===== config.mk =====
export PLATFORM = sky130hd
export DESIGN_NAME = debug_dump_tx
export DESIGN_NICKNAME = d
export VERILOG_FILES = /design/src/rtl/debug_dump_tx.sv
export SDC_FILE = /design/constraint.sdc
export NUM_CORES = 1
export LEC_CHECK = 0
export ABC_AREA = 1
export CORE_AREA = 2 2 102 104
export DETAILED_ROUTE_END_ITERATION = 6
export DIE_AREA = 0 0 104 106
export GPL_TIMING_DRIVEN = 0
export PLACE_DENSITY = 0.75
export SYNTH_ARGS = -nofsm -noshare
export SYNTH_HDL_FRONTEND = slang
export SYNTH_SLANG_ARGS = --single-unit

===== constraint.sdc =====
create_clock -name i_clock -period 2.4 [get_ports i_clock]
set_input_delay 0.36 -clock i_clock [delete_from_list [all_inputs] [get_ports i_clock]]
set_output_delay 0.36 -clock i_clock [all_outputs]
set_load 0.01 [all_outputs]

===== src/rtl/debug_dump_tx.sv =====
// rtl/debug_dump_tx.sv - debug-unit transmit engine that streams PC, registers and data memory to the UART
//
// On an accepted start request the PC is captured and the engine sends one
// stream of words: PC, reg[0..N_REGS-1], mem[0..N_MEM-1]. Each word goes out
// as DATA_WIDTH/DATA_WIDTH_UART bytes, least-significant byte first.
//
// Ports:
//   i_clock, i_reset          clock, asynchronous active-high reset
//   i_start, i_pc             one-cycle dump request and the PC sampled with it
//   o_reg_addr, i_reg_data    register-file debug read port (data one cycle after address)
//   o_mem_addr, i_mem_data    data-memory debug read port (data one cycle after address)
//   i_tx_available, i_tx_done UART idle flag and end-of-byte pulse
//   o_tx_signal, o_tx_result  one-cycle send pulse and the byte, held until i_tx_done
//   o_busy, o_done            dump in progress, one-cycle completion pulse
module debug_dump_tx #(
  parameter int DATA_WIDTH      = 32,
  parameter int DATA_WIDTH_UART = 8,
  parameter int N_REGS          = 32,
  parameter int N_MEM           = 32
) (
  input  logic                       i_clock,
  input  logic                       i_reset,
  input  logic                       i_start,
  input  logic [DATA_WIDTH-1:0]      i_pc,
  output logic [4:0]                 o_reg_addr,
  input  logic [DATA_WIDTH-1:0]      i_reg_data,
  output logic [4:0]                 o_mem_addr,
  input  logic [DATA_WIDTH-1:0]      i_mem_data,
  input  logic                       i_tx_available,
  input  logic                       i_tx_done,
  output logic                       o_tx_signal,
  output logic [DATA_WIDTH_UART-1:0] o_tx_result,
  output logic                       o_busy,
  output logic                       o_done
);

  localparam int LAST  = N_REGS + N_MEM;
  localparam int IDXW  = $clog2(LAST + 1);
  localparam int BYTES = DATA_WIDTH / DATA_WIDTH_UART;
  localparam int BW    = (BYTES > 1) ? $clog2(BYTES) : 1;

  localparam logic [2:0] S_IDLE      = 3'd0;
  localparam logic [2:0] S_FETCH     = 3'd1;
  localparam logic [2:0] S_LATCH     = 3'd2;
  localparam logic [2:0] S_WAIT_TX   = 3'd3;
  localparam logic [2:0] S_WAIT_DONE = 3'd4;
  localparam logic [2:0] S_DONE      = 3'd5;

  logic [2:0]            state;
  logic [IDXW-1:0]       word_idx;
  logic [BW-1:0]         byte_idx;
  logic [DATA_WIDTH-1:0] buffer;

  always_ff @(posedge i_clock or posedge i_reset) begin
    if (i_reset) begin
      state       <= S_IDLE;
      word_idx    <= '0;
      byte_idx    <= '0;
      buffer      <= '0;
      o_reg_addr  <= '0;
      o_mem_addr  <= '0;
      o_tx_signal <= 1'b0;
      o_tx_result <= '0;
      o_busy      <= 1'b0;
      o_done      <= 1'b0;
    end else begin
      o_tx_signal <= 1'b0;
      o_done      <= 1'b0;
      case (state)
        S_IDLE: begin
          if (i_start) begin
            buffer   <= i_pc;
            word_idx <= '0;
            byte_idx <= '0;
            o_busy   <= 1'b1;
            state    <= S_WAIT_TX;
          end
        end
        // The read address is registered on entry to FETCH so it is stable for
        // the whole FETCH cycle; the synchronous read data is then valid while
        // in LATCH.
        S_FETCH: state <= S_LATCH;
        S_LATCH: begin
          buffer   <= (word_idx <= IDXW'(N_REGS)) ? i_reg_data : i_mem_data;
          byte_idx <= '0;
          state    <= S_WAIT_TX;
        end
        S_WAIT_TX: begin
          if (i_tx_available) begin
            o_tx_result <= buffer[32'(byte_idx) * DATA_WIDTH_UART +: DATA_WIDTH_UART];
            o_tx_signal <= 1'b1;
            state       <= S_WAIT_DONE;
          end
        end
        S_WAIT_DONE: begin
          if (i_tx_done) begin
            if (byte_idx != BW'(BYTES - 1)) begin
              byte_idx <= byte_idx + 1'b1;
              state    <= S_WAIT_TX;
            end else if (word_idx != IDXW'(LAST)) begin
              // Next word index is word_idx+1: reg[word_idx] while word_idx < N_REGS,
              // otherwise mem[word_idx-N_REGS].
              word_idx <= word_idx + 1'b1;
              if (word_idx < IDXW'(N_REGS))
                o_reg_addr <= 5'(word_idx);
              else
                o_mem_addr <= 5'(word_idx - IDXW'(N_REGS));
              state <= S_FETCH;
            end else begin
              o_done <= 1'b1;
              o_busy <= 1'b0;
              state  <= S_DONE;
            end
          end
        end
        // One cycle with o_done high; a start request here is not looked at.
        S_DONE:  state <= S_IDLE;
        default: state <= S_IDLE;
      endcase
    end
  end

endmodule


# Yosys cells after proc, flatten, opt, wreduce, memory -nomap -nowiden
# Cells that the tools add are included.
op_classes:
  eq_ne: 13
  add_sub_neg: 3
  order_cmp: 2
  n_shift: 1
  mux: 29
  bitwise_logic: 2
  reduce_logical: 12
ops:
  columns: ["operator", "count"]
  rows:
  - ["32-bit 2-to-1 mux", 2]
  - ["32-bit case mux with 2 select lines", 1]
  - ["32-bit by 6-bit variable part select with 8-bit output", 1]
  - ["7-bit 2-to-1 mux", 4]
  - ["5-bit AND reduction", 4]
  - ["2-bit != test (second input constant)", 8]
  - ["3-bit 2-to-1 mux", 5]
  - ["3-bit case mux with 5 select lines", 1]
  - ["7-bit case mux with 2 select lines", 1]
  - ["1-bit 2-to-1 mux", 10]
  - ["7-bit by 1-bit adder with 7-bit output (second input constant)", 1]
  - ["7-bit by 6-bit <= comparator with 1-bit output (second input constant)", 1]
  - ["7-bit by 6-bit less-than comparator with 1-bit output (second input constant)", 1]
  - ["7-bit != test (second input constant)", 1]
  - ["3-bit by 2-bit equality test with 1-bit output (second input constant)", 2]
  - ["2-bit 2-to-1 mux", 3]
  - ["2-bit case mux with 3 select lines", 1]
  - ["5-bit by 1-bit subtractor with 5-bit output (second input constant)", 1]
  - ["2-bit AND reduction", 2]
  - ["4-bit AND reduction", 1]
  - ["2-bit nonzero test", 2]
  - ["3-bit by 1-bit equality test with 1-bit output (second input constant)", 1]
  - ["3-bit equality test (second input constant)", 1]
  - ["3-bit zero test", 1]
  - ["other kinds (5)", 6]
totals:
  word_cells: 72
  input_bits: 101
  register_bits: 65
  output_inout_bits: 21

# Logic depth before layout (Yosys ltp)
depth:
  depth_word: 5
  depth_mapped: 9
  ltp_nobuf: 9

# Worst setup path after synthesis
# No wires, ideal clock.
synth_timing:
  path_kind: "reg-to-reg"
  from: "reg word_idx[0]"
  to: "reg buffer[12]"
  period_less_slack_ns: 1.351
  setup_ns: 0.122
  setup_slack_ns: 1.049
  path_stages_with_launch: 9
  t_required_ns: 2.278
  n_path_buf: 1
  arrival_time_ns: 1.228
  cell_sequence: "dfrtp_1 -> inv_1 -> ha_1 -> nand3_2 -> nand2_2 -> buf_2 -> nand2_1 -> nand3_1 -> a21oi_1"
synth_between:
  elab_chain_len: 3
synth_lines:
  columns: ["item", "line_no", "source"]
  rows:
  - ["start, declared", "50", "logic [IDXW-1:0] word_idx;"]
  - ["start signal, assigned", "103", "word_idx <= word_idx + 1'b1;"]
  - ["7-bit by 6-bit <= comparator with 1-bit output", "84", "buffer <= (word_idx <= IDXW'(N_REGS)) ? i_reg_data : i_mem_data;"]
  - ["32-bit 2-to-1 mux", "84", null]
  - ["32-bit case mux with 2 select lines", "69", "case (state)"]
  - ["end signal, assigned", "72", "buffer <= i_pc;"]
  - ["end signal, assigned", "84", null]
  - ["end, declared", "52", "logic [DATA_WIDTH-1:0] buffer;"]
# Every way passes these cells.
# A chain may end at the register's enable or synchronous reset.

# Worst setup path in the final report
layout_timing:
  from: "reg word_idx[0]"
  to: "reg buffer[22]"
# Same word-level chain as after synthesis.

==> qor.csv <==
metric,value,unit
outcome,"finished, final reports clean",
htreeDepth,3,
peakVddDrop,423,uV
min_period,1.81,ns
crit_path_end_kind,flip-flop,
hpwl,8700,microns
worstSetupStartpointType,flip-flop,
io-pin-count,122,
routed_wirelength,11200,microns
r2r_slack,0.59,ns
die_y,106,microns
rows,37,
coreArea,10000,sq um
async_flop_share,100,%
grtUsageTotal,20.4,%
wl_per_cell,13.6,microns
ys_seq_elements,65,
route.vias.total,4058,
crit_chain,inv_1 -> ha_1 -> nand3_2 -> nand2_2 -> buf_2 -> nand2_1 -> nand3_1 -> a21oi_1,
synth_edf_count,0,
worstSetupPathType,reg2reg,
fillCellCount,944,
worst-slew-pin-transition,0.753,ns
antenna_found_initial,0,
layout_commonest_cell,clkdlybuf4s50_1,
power_leakage,2.63,nW
slew_viol_final,0,
fin_ws,0.589,ns
drc,0,
port_buffers,121,
slowest_stage,dfrtp_1,
final-setup-viol-count,0,
numCtsBuffers,9,
via_per_inst,4.91,
cts_setup_buffers,0,
r2r_cells,8,
maxSlewHeadroom,49.7,%
clockBufferDepth,2,
yosysWarnings,0,
die-area,11000,sq um
root_buffer,clkbuf_8,
setup_tns,0,ns
ys.flop_type,dfrtp_1,
synth-seq-area-share,42.0,%
fin_crit_sh,75.5,%
cp.required,2.63,ns
synth.distinct_cells,27,
dp_slack,0.475,ns
critPathMaxStageDelay,0.42,ns
nNetsFinal,789,
areaGrowthSynthToFinish,41.2,%
diodes,0,
grt_pass1_vias,3875,
yosys-top-cells-area,"dfrtp_1, nand2_1, nand3_1",
clock_skew,0.00974,ns
dr.first_iter.drc_count,252,
syn_nets,656,
insertion_delay,0.34,ns
grt_setup_unrepaired,false,
crit_fanout,10,
postRouteAntennaNets,0,
cts_resized,0,
syn_inst,552,
seq_area,1630,sq um
layout_common_cells,"clkdlybuf4s50_1, nand2_1, nor2_1, inv_1, nand3_1",
fmax,552,MHz
drive_above_1_share,8.99,%
start_util,38.8,%
synth_top_area_cell,dfrtp_1,
multi_input_area,1810,sq um
grt.overflow.total,0,
max_cap_viol_count,0,
r2r-end,buffer[22]$_DFFE_PP0P_,
die_width,104,microns
grt_max_degree,36,
worst-endpoint-arrival,2.04,ns
dr.pass1.iters,4,
gp_congestion,0.901,
reg2reg_from,word_idx[0]$_DFFE_PP0P_,
cts.sinks,65,
powerDensity,914,nW/um^2
syn_avg_cell_area,7.02,sq um
hold_viol,0,
cts_tree,built,
hold_class,in2async,
grt_pass1_wl,18100,microns
cts.clk_slew.worst_paths,0.07,ns
netlist_area,3870,sq um
netlist.area_leader.share,42.0,%
ctsHoldBuffers,0,
==> Yosys cell counts (3+ instances only) <==
cell	n
a21oi_1	57
a2bb2oi_1	8
buf_2	22
dfrtp_1	65
ha_1	3
inv_1	75
inv_2	5
nand2_1	104
nand2_2	5
nand3_1	74
nor2_1	78
nor2_2	3
nor2_4	3
o21a_1	8
o21ai_0	28
==> logic make-up after synthesis <==
logic type | count (synthesis) | share of synthesized area (%)
adder cells (fa/ha/maj) | 3 | 0.969
AND/OR/NAND/NOR | 274 | 30.9
buffers and inverters | 107 | 11.4
flip-flops | 65 | 42.0
AO/OA/AOI/OAI | 103 | 14.8
==> sequential cells by signal, summed over array words and instances, names as in the netlist <==
register,count
buffer,32
byte_idx,2
o_busy,1
o_done,1
o_mem_addr,5
o_reg_addr,5
o_tx_result,8
o_tx_signal,1
state,3
word_idx,7
==> per-layer routing <==
layer / vias to the layer above / wire, microns / part of all wire, % / global-route usage, %
met5: - / 0 / 0 / 0
li1: 2030 / - / - / -
met1: 1874 / 4900 / 44 / 25.8
met4: 0 / 322 / 2.9 / 8.69
met3: 26 / 680 / 6.1 / 4.41
met2: 128 / 5310 / 47 / 33.9
==> report_power, final <==
part	internal, mW	switching (mW)	total (mW)	leakage (nW)
logic	0.961	1.37	2.33	1.74
registers	1.50	0.242	1.74	0.793
clock network	0.505	0.426	0.930	0.0953
==> critical path: cells and delay by family (launching register included) <==
family	cells	cell delay, ns
compound gates	1	0.07
fa+ha+maj	1	0.20
buf+inv	2	0.38
simple gates	4	0.62
flops	1	0.42
==> metrics by stage <==
| stage | power (mW) | utilization [%] | std cells | cell area (sq um) | hold slack, ns |
|---|---|---|---|---|---|
| after global placement | 3.98 | 52.6 | 809 | 5260 | 0.468 |
| after CTS | 5.01 | 54.7 | 826 | 5470 | 0.491 |
| after detailed placement | 4.08 | 52.8 | 810 | 5280 | 0.473 |
| final | 5.00 | 54.7 | 826 | 5470 | 0.476 |
| after global routing | 5.40 | 54.7 | 826 | 5470 | 0.514 |
| after floorplan | 3.25 | - | 552 | 3870 | 0.444 |
==> area by class of cell <==
cell class,count,area share (%)
sequential,65,29.7
buffer,26,2.49
tap,136,3.11
inverter,81,5.56
clock buffer,11,2.58
timing repair buffer,122,22.5
multi-input combinational,380,33.0
clock inverter,5,1.01
==> worst max path at each step <==
| stage | from | to | cells after the start |
|---|---|---|---|
| floorplan | i_reset | buffer[0]$_DFFE_PP0P_ | 1 |
| global placement | i_reset | buffer[20]$_DFFE_PP0P_ | 2 |
| detailed placement | i_start | buffer[16]$_DFFE_PP0P_ | 6 |
| CTS | word_idx[0]$_DFFE_PP0P_ | buffer[22]$_DFFE_PP0P_ | 8 |
| global route | word_idx[0]$_DFFE_PP0P_ | buffer[23]$_DFFE_PP0P_ | 8 |
| finish | word_idx[0]$_DFFE_PP0P_ | buffer[22]$_DFFE_PP0P_ | 8 |
No activity file was read; power rests on OpenSTA's default activity.
==> edit 1 (config.mk and constraints unchanged) <==
Put one more register stage on the output `o_reg_addr`, with the module's reset. The value now appears one clock later. The other outputs are not delayed to match. Comments in the files are not updated.
--- a/src/rtl/debug_dump_tx.sv
+++ b/src/rtl/debug_dump_tx.sv
@@ -48,2 +48,4 @@
 
+  logic [4:0] o_reg_addr_s0;
+
   logic [2:0]            state;
@@ -59,3 +61,3 @@
       buffer      <= '0;
-      o_reg_addr  <= '0;
+      o_reg_addr_s0 <= '0;
       o_mem_addr  <= '0;
@@ -104,3 +106,3 @@
               if (word_idx < IDXW'(N_REGS))
-                o_reg_addr <= 5'(word_idx);
+                o_reg_addr_s0 <= 5'(word_idx);
               else
@@ -122,2 +124,10 @@
 
+  always_ff @(posedge i_clock or posedge i_reset) begin
+    if (i_reset) begin
+      o_reg_addr <= '0;
+    end else begin
+      o_reg_addr <= o_reg_addr_s0;
+    end
+  end
+
 endmodule
Check against the original RTL: no difference found for any inputs over 10 cycles, from zero or initial values and one cycle with i_reset high; that may be too few to reach the edited logic, so the function may still have changed.
==> edit 1 against the unedited design <==
First-iteration DRC count is 21% lower; wire length is 2.1% higher; design area is 2.7% higher; worst setup slack worse by 0.098 ns; power is 2.6% higher; non-clock buffer count is 4 higher; die area stayed put; fmax is 5.1% lower; area after synthesis is 5.2% higher; clock power is 11% lower; sequential cell count is 5 higher.
==> edit 1: results (changes against the unedited design) <==
metric,value,unit,change
fraction of layout cells with a size suffix above 1,6.772,%,-2.2 points
dpl hpwl,8585,um,-1.4%
hold slack,0.3835,ns,-0.09264 ns
Crit path max-delay family,simple AND/OR/NAND/NOR gates,,
fin cells,830,,+0.48%
Synth area leaders,"dfrtp_1 43%, a21oi_1 12%, nand3_1 9.5%",,
wire length per cell,13.80,um,+1.6%
post-synthesis mux area share,0,%,unchanged
GPL Wtd Cong,0.8578,,-4.7%
CTS Root Cell,clkbuf_8,,
Pre-Repair DR Iteration Count,5,,+1
Final #Nets,796,,+0.89%
post-synthesis adder-cell area fraction,0.9208,%,-0.048 points
crit path from,word_idx[0]$_DFFE_PP0P_,,
# Post-CTS Setup Buffers,0,,unchanged
Leak,2.659,nW,+1.2%
Hold Path Cell Cnt,0,,
Synth Net Count,664,,+1.2%
min-delay worst type,flop to flop,,
Reg-to-Reg End,buffer[1]$_DFFE_PP0P_,,
pin count of the biggest net entering global routing,71,,+97%
synth cell count leaders,"97 x a21oi_1, 87 x nand2_1, 83 x inv_1, 77 x nand3_1, 70 x dfrtp_1",,
sequential fraction of the synthesis area,42.97,%,+1.0 points
initial antenna violation count,0,,unchanged
cell area after placement,0.005460,mm^2,+3.5%
crit end category,flop,,
Clock Path Buffers,2,,unchanged
CP arrival,2.14,ns,+0.10 ns
post-synthesis compound-gate area fraction,18.82,%,+4.0 points
P_clk,0.000825,W,-11%
worst slack at placement,0.4790,ns,+0.004438 ns
Largest regs,"buffer (32), o_tx_result (8), word_idx (7)",,
asr flop ratio synth,100.0,%,unchanged
Final Skew,0.007112,ns,-0.002625 ns
Port Buffers,121,,unchanged
clk slew on worst S/H paths,0.07,ns,about the same
ant diodes,0,,unchanged
Skew-Pair Late Insertion Delay,0.35,ns,
gr usage total,21.08,%,+0.67 points
Psw,0.002139,W,+4.9%
DR iter-0 viols,199,,-21%
critical path's slowest cell,dfrtp_1,,
final worst slack,0.4909,ns,-0.09764 ns
Placed Cells,817,,+0.86%
Num CTS Buffers,9,,unchanged
via count,4102,,+1.1%
Post-Synth XOR/XNOR Area,0.2149,%,+0.21 points
hold path startpoint,o_reg_addr_s0[0]$_DFFE_PP0P_,,
global-route wire length before repair,18730,um,+3.2%
synthesized instance count,560,,+1.4%
Max transition margin,43.41,%,-6.3 points
crit-path max FO,10,,unchanged
Comb pwr share,46.9,%,+0.3 points
Worst IR Drop VDD,461.3,uV,+9.1%
"Top FF cell, synth",dfrtp_1,,
Crit path largest cell delay,0.45,ns,+0.03 ns
status,"finished, final reports clean",,
Clk pwr share,16.1,%,-2.5 points
-- edit 1: changes by cell type in the layout (fill, tap and decap cells not counted), sizes merged, moves of 6 or more --
| cell | before | now |
|---|---|---|
| nor2 | 84 | 49 |
| nand2 | 109 | 96 |
| inv | 80 | 86 |
| a21oi | 57 | 97 |
| buf | 25 | 16 |
| clkbuf | 13 | 26 |
-- edit 1: layer usage --
layer	up-vias	track usage, %	share of wire (%)
li1	2072	-	-
met1	1863	24.92	42
met2	141	37.03	50
met3	26	5.150	5.9
met4	0	8.205	2.4
met5	-	0	0
-- edit 1: layout make-up --
class,instances,area [um^2]
buffer,31,142.6
sequential,70,1752
inverter,86,327.8
multi-input combinational,373,1857
clock buffer,11,151.4
tap,136,170.2
fill,967,4378
clock inverter,2,10.01
timing repair buffer,121,1211
==> edit 2 (same flow settings) <==
Without the edit above. Set the parameter `DATA_WIDTH` to 16 (it was 32).
--- a/src/rtl/debug_dump_tx.sv
+++ b/src/rtl/debug_dump_tx.sv
@@ -15,3 +15,3 @@
 module debug_dump_tx #(
-  parameter int DATA_WIDTH      = 32,
+  parameter int DATA_WIDTH      = 16,
   parameter int DATA_WIDTH_UART = 8,
Interface: changed (resized i_mem_data, i_pc and i_reg_data); port bits go from 122 to 74. The function was not compared with the original's and may differ.
==> edit 2 against the unedited design <==
Clock power shrank 27%; synthesized cell count shrank 38%; fmax grew 11%; sequential cell count shrank 17; hold slack lost 0.15 ns; power shrank 33%; worst setup slack gained 0.18 ns; area after synthesis shrank 30%; design area shrank 31%; wire length shrank 37%; sequential share of layout area grew 2.1 points.
==> edit 2: results (changes against the unedited design) <==
metric,value,unit,change
Comb pwr share,43.5,%,-3.1 points
Worst Tran Pin Value,0.3194,ns,-0.4334 ns
GR Layer Usage met3,2.452,%,-2.0 points
worst slack at placement,0.6875,ns,+0.2129 ns
unique cell type count in the Yosys netlist,29,,+7.4%
drt total wl,7026,um,-37%
Leak,1.702,nW,-35%
Power Total,0.003362,W,-33%
clock network share of area,3.411,%,-0.18 points
Port Buffers,73,,-40%
Data buffer area share,22.28,%,-2.7 points
vias in the first global route,2519,,-35%
seq_cells,48,,-26%
wl on met1,3220,um,-34%
Layout Utilization,37.79,%,-17 points
depth of the CTS H-tree,2,,-1
number of non-clock inverters in the layout,53,,-35%
post-synthesis compound-gate area fraction,14.58,%,-0.21 points
global-route wire length before repair,11820,um,-35%
Flop+latch power,0.00122,W,-30%
Largest regs,"buffer (16), o_tx_result (8), word_idx (7)",,
met3 WL,374,um,-45%
Skew-Pair Late Insertion Delay,0.30,ns,-0.04 ns
Signal buffers,85,,-43%
synth cell count leaders,"57 x nand2_1, 48 x dfrtp_1, 47 x inv_1, 44 x nand3_1, 37 x o21ai_0",,
"Design Area, Final",0.003779,mm^2,-31%
Final Skew,0.009282,ns,-0.0004548 ns
dpl hpwl,5591,um,-36%
status,"finished, final reports clean",,
Global Route met1 Usage,16.90,%,-8.9 points
met2 usage,21.95,%,-12 points
DR vias/cell,4.553,,-7.3%
DR WL met2,3286,um,-38%
cell area after placement,0.003650,mm^2,-31%
sequential fraction of the synthesis area,44.02,%,+2.0 points
gr usage total,13.09,%,-7.3 points
Final #Nets,476,,-40%
-- edit 2: changes by cell type after synthesis, sizes merged, moves of 14 or more --
cell | unedited run | this run
nor2 | 84 | 26
dfrtp | 65 | 48
nand2 | 109 | 71
inv | 80 | 53
a21oi | 57 | 17
nand3 | 75 | 47
o21ai | 29 | 44
buf | 24 | 10
-- edit 2: path summary, 6_finish.rpt --
kind	startpoint	endpoint	slack [ns]	cells after the start
min reg2reg	o_mem_addr[4]$_DFFE_PP0P_	o_mem_addr[4]$_DFFE_PP0P_	0.50	2
max	word_idx[0]$_DFFE_PP0P_	buffer[6]$_DFFE_PP0P_	0.77	8
min in group i_clock	o_mem_addr[4]$_DFFE_PP0P_	o_mem_addr[4]$_DFFE_PP0P_	0.50	2
min	i_reset	o_done$_DFF_PP0_	0.33	2
max in group asynchronous	i_reset	buffer[0]$_DFFE_PP0P_	1.58	3
max reg2reg	word_idx[0]$_DFFE_PP0P_	buffer[6]$_DFFE_PP0P_	0.77	8
